[src/rtl/alu_iterative.sv]
// Multi-cycle ALU: single-cycle arithmetic/logic/branch ops, bit-serial shifts
// (one position per cycle) behind a start/busy/done handshake.
module alu_iterative #(
  parameter int DATA_WIDTH = 32
) (
  input  logic                  clk,
  input  logic                  reset,
  input  logic                  start_i,
  input  logic [3:0]            ALU_Operation_i,
  input  logic [DATA_WIDTH-1:0] A_i,
  input  logic [DATA_WIDTH-1:0] B_i,
  output logic                  busy_o,
  output logic                  done_o,
  output logic [DATA_WIDTH-1:0] ALU_Result_o,
  output logic                  Zero_o
);

  localparam logic [3:0] OP_ADD = 4'b0000, OP_SUB = 4'b0001, OP_AND = 4'b0010,
                         OP_OR  = 4'b0011, OP_XOR = 4'b0100, OP_LUI = 4'b0101,
                         OP_SRL = 4'b0110, OP_SLL = 4'b0111, OP_BEQ = 4'b1000,
                         OP_BNE = 4'b1010, OP_BLT = 4'b1011, OP_BGE = 4'b1100,
                         OP_JAL = 4'b1101;

  typedef enum logic [1:0] {S_IDLE, S_SHIFT, S_DONE} state_e;

  state_e                  state_q, state_d;
  logic [DATA_WIDTH-1:0]   shreg_q, shreg_shifted;
  logic [4:0]              cnt_q;
  logic                    left_q;
  logic [DATA_WIDTH-1:0]   result_q;
  logic                    zero_q;

  logic                    accept, is_shift, go_shift, last_shift;
  logic [4:0]              shamt;
  logic [DATA_WIDTH-1:0]   alu_res;
  logic                    alu_zero;

  // A request is taken in IDLE and DONE; during SHIFT it is dropped, not queued.
  assign accept     = start_i && (state_q != S_SHIFT);
  assign shamt      = B_i[4:0];
  assign is_shift   = (ALU_Operation_i == OP_SRL) || (ALU_Operation_i == OP_SLL);
  assign go_shift   = accept && is_shift && (shamt != 5'd0);
  assign last_shift = (state_q == S_SHIFT) && (cnt_q == 5'd1);

  // Single-cycle result; a shift reaching here has k=0, so it passes A through.
  // NOTE: every always_comb output gets a default first so no path infers a latch.
  always_comb begin
    alu_res  = '0;
    alu_zero = 1'b0;
    case (ALU_Operation_i)
      OP_ADD:         alu_res = A_i + B_i;
      OP_SUB:         alu_res = A_i - B_i;
      OP_AND:         alu_res = A_i & B_i;
      OP_OR:          alu_res = A_i | B_i;
      OP_XOR:         alu_res = A_i ^ B_i;
      OP_SRL, OP_SLL: alu_res = A_i;
      OP_LUI:         alu_res = {B_i[19:0], 12'h000};
      OP_JAL:         alu_res = A_i + DATA_WIDTH'(4);
      default:        alu_res = '0;
    endcase
    case (ALU_Operation_i)
      OP_BEQ:  alu_zero = (A_i == B_i);
      OP_BNE:  alu_zero = (A_i != B_i);
      OP_BLT:  alu_zero = ($signed(A_i) <  $signed(B_i));
      OP_BGE:  alu_zero = ($signed(A_i) >= $signed(B_i));
      OP_JAL:  alu_zero = 1'b1;
      OP_ADD, OP_SUB, OP_AND, OP_OR, OP_XOR,
      OP_SRL, OP_SLL, OP_LUI: alu_zero = (alu_res == '0);
      default: alu_zero = 1'b0;
    endcase
  end

  assign shreg_shifted = left_q ? (shreg_q << 1) : (shreg_q >> 1);

  // NOTE: sequential state uses non-blocking assignments only.
  always_ff @(posedge clk) begin
    if (reset) state_q <= S_IDLE;
    else       state_q <= state_d;
  end

  always_comb begin
    state_d = state_q;
    case (state_q)
      S_IDLE:  if (accept) state_d = go_shift ? S_SHIFT : S_DONE;
      S_SHIFT: if (last_shift) state_d = S_DONE;
      S_DONE:  state_d = accept ? (go_shift ? S_SHIFT : S_DONE) : S_IDLE;
      default: state_d = S_IDLE;
    endcase
  end

  always_comb begin
    busy_o = (state_q == S_SHIFT);
    done_o = (state_q == S_DONE);
  end

  // NOTE: datapath registers are reset too, so the visible result/flag read 0 after reset.
  always_ff @(posedge clk) begin
    if (reset) begin
      shreg_q  <= '0;
      cnt_q    <= '0;
      left_q   <= 1'b0;
      result_q <= '0;
      zero_q   <= 1'b0;
    end else if (accept) begin
      shreg_q <= A_i;
      cnt_q   <= shamt;
      left_q  <= (ALU_Operation_i == OP_SLL);
      if (!go_shift) begin
        result_q <= alu_res;
        zero_q   <= alu_zero;
      end
    end else if (state_q == S_SHIFT) begin
      shreg_q <= shreg_shifted;
      cnt_q   <= cnt_q - 5'd1;
      if (last_shift) begin
        result_q <= shreg_shifted;
        zero_q   <= (shreg_shifted == '0);
      end
    end
  end

  assign ALU_Result_o = result_q;
  assign Zero_o       = zero_q;

endmodule

[config.mk]
export PLATFORM = sky130hd
export DESIGN_NAME = alu_iterative
export DESIGN_NICKNAME = d
export VERILOG_FILES = /design/src/rtl/alu_iterative.sv
export SDC_FILE = /design/constraint.sdc
export NUM_CORES = 1
export LEC_CHECK = 0
export CAP_MARGIN = 15
export CORE_MARGIN = 4
export CORE_UTILIZATION = 55
export DETAILED_ROUTE_END_ITERATION = 16
export HOLD_SLACK_MARGIN = 0.05
export PLACE_DENSITY = 0.76
export SLEW_MARGIN = 30
export SYNTH_ARGS = -nofsm -noshare
export SYNTH_HDL_FRONTEND = slang
export SYNTH_SLANG_ARGS = --single-unit
[constraint.sdc]
create_clock -name clk -period 3.98 [get_ports clk]
set_input_delay 0.796 -clock clk [delete_from_list [all_inputs] [get_ports clk]]
set_output_delay 0.796 -clock clk [all_outputs]
set_load 0.01 [all_outputs]
==> run metrics <==
top-level I/O count 106; Worst Path Arrival 4.29 ns; Routed Antenna Nets 0; GR Overflow Total 0; RSZ-0062 raised after global routing true; Cell Chain, Critical Path clkdlybuf4s50_1, buf_4, ha_1, a31o_2, o211ai_1, buf_4, a21o_2, o21ai_1, a221o_1, a221o_1, a2111o_1, or4_1, o21ai_1; fin nets 2201; vias per inst 6.83; CTS tree done; highest clock rate 250 MHz; number of cell rows 52; top-area cell type share of the netlist area 12.7%; ys async rst share 0%; post-synth top area cell dfxtp_1; number of antenna violations at the first check in global routing 1; Yosys cell types 104; critical path class input pin to register; Overall Power 3.86 mW; pwr dens 234 mW/mm^2; sequential area share after synthesis 12.7%; die area 0.0233 mm^2; Synth-to-Final Area Change 43.8%; Starting Density 56.4%; CTS clk-pin slew, worst paths 0.06 ns; Mapped Area 0.0115 mm^2; min Tclk post-route 4.01 ns; CTS Buffer Depth 2; Setup-failing EPs final 1; clk_skew 0.0120 ns; vias in the first global route 15.0k; Worst Hold Class register to register; setup TNS -0.0262 ns; Inst Count DP 2267; Fin. Hold Viols 0; cts bufs inserted 9; via count 15.7k; ranking of synthesized cells by area dfxtp_1 13%, ha_1 12%, nor2_1 5.4%; Worst Tran Pin Value 0.755 ns; first-pass GRT wire length 84400 um; worst rel slew slack 49.7%; Detailed Route WL 56400 um; TritonCTS Sinks 73; fraction of layout cells with a size suffix above 1 32.4%; Sequential Area 0.00146 mm^2; Final WS setup -0.0262 ns; Syn Area/Cell 7.24 um^2; DR pass1 iterations 7; Layout Cells excl Fill 2296; EDFF count, synth 0; clock root cell clkbuf_16; Seq cells post-synth 73; WP data required 4.26 ns; Pins Over Slew Limit 0; GRT Overall Usage 45.0%; port bufs 105; MaxCap Viol Count 0; Max stage delay on crit path 0.43 ns; Post-Syn Instances 1587; Ys Warns 0; top cells by count, synth 166 x nor2_1, 114 x a21oi_1, 112 x nand2_1; failing checks setup timing; Initial DRC Count 2671; post-place setup slack -0.671 ns; endpoint type of the worst setup path register; IR drop worst, VDD 0.282 mV; Die Ht 152 um; CP max stage cell clkdlybuf4s50_1; top_reg_cell synth dfxtp_1; htree depth 3; net count after synthesis 1768; multi-input logic area 0.00962 mm^2; Placer Congestion 1.11; Clock Latency Late Sink 0.35 ns; DRC viols 0; Post-DP HPWL 43100 um; Worst Setup Start Kind input pin; core box area 0.0204 mm^2; Die X 152 um; run status finished, violations left; WL per Instance 24.6 um; Pleak 7.37 nW; final core utilization 81.1%; FILL cells 1405; reg2reg setup slack 0.67 ns; count leader, synth nor2_1; final worst path period share 101%; largest net degree at the start of global routing 69; Crit Path Max Fanout 7
==> cells in the final DEF (no fill, tap or decap), types with 58 or more instances in the layout <==
cell type,synthesis,final
dfxtp_1,73,72
inv_1,105,92
nor2_1,166,156
nand2_1,112,109
o21ai_0,99,92
buf_4,3,431
a21oi_1,114,103
nor3_1,61,58
clkdlybuf4s50_1,0,79
ha_1,108,84
==> cell type report <==
type,count,area share (%)
Antenna cell,1,0.0152
Clock buffer,11,1.47
Clock inverter,5,0.394
Inverter,109,2.48
Multi-Input combinational cell,1286,58.3
Sequential cell,73,8.86
Tap cell,270,2.05
Timing Repair Buffer,541,26.5
==> cell families after synthesis <==
logic type / count (synthesis) / share of synthesized area, %
simple gates: 536 / 23.4
compound gates: 524 / 31.8
buf+inv: 228 / 9.88
fa+ha+maj: 110 / 12.1
mux: 79 / 7.21
flops: 73 / 12.7
xor+xnor: 37 / 2.82
==> metal layers <==
layer	routed length, um	track usage (%)
met1	19700	54.9
met2	24000	70.4
met3	7510	11.1
met4	5200	29.6
met5	0	0
==> report_power, final <==
part / switching, mW / total [mW] / leakage, nW / internal (mW)
clock: 0.340 / 0.847 / 0.150 / 0.507
combinational: 1.20 / 2.18 / 6.62 / 0.983
sequential: 0.0470 / 0.833 / 0.603 / 0.786
==> worst paths after layout <==
path	end	startpoint	depth (start not counted)
max reg2reg	Zero_o$_SDFFE_PP0P_	cnt_q[1]$_SDFFE_PP0P_	13
min	ALU_Result_o[5]$_SDFFE_PP0P_	ALU_Result_o[5]$_SDFFE_PP0P_	2
max	Zero_o$_SDFFE_PP0P_	A_i[2]	13
min reg2reg	ALU_Result_o[5]$_SDFFE_PP0P_	ALU_Result_o[5]$_SDFFE_PP0P_	2
==> per-stage QoR <==
stage                     hold WS (ns)  instance area (um^2)
final                            0.455                 16500
after CTS                        0.455                 16000
after floorplan                  0.476                 11500
after detailed placement         0.446                 15300
after global routing             0.496                 16500
after global placement           0.440                 15300
==> critical path: cells and delay by family <==
family                   cells  cell delay (ns)
AO/OA/AOI/OAI                8             1.97
buffers and inverters        3             0.81
AND/OR/NAND/NOR              1             0.40
adder cells (fa/ha/maj)      1             0.32
==> state kept, by name, indices dropped and copies added, names as in the netlist <==
name,count
cnt_q,5
Zero_o,1
shreg_q,32
ALU_Result_o,32
state_q,2
left_q,1
==> timing repair <==
| item | 4_1_cts | 5_1_grt |
|---|---|---|
| hold buffers | 0 | 0 |
| endpoints found under the setup margin | 11 | 13 |
| setup buffers | 5 | 7 |
| pin swaps | 21 | 30 |
| gates resized for setup | 74 | 112 |
No activity file was read; power rests on OpenSTA's default activity.
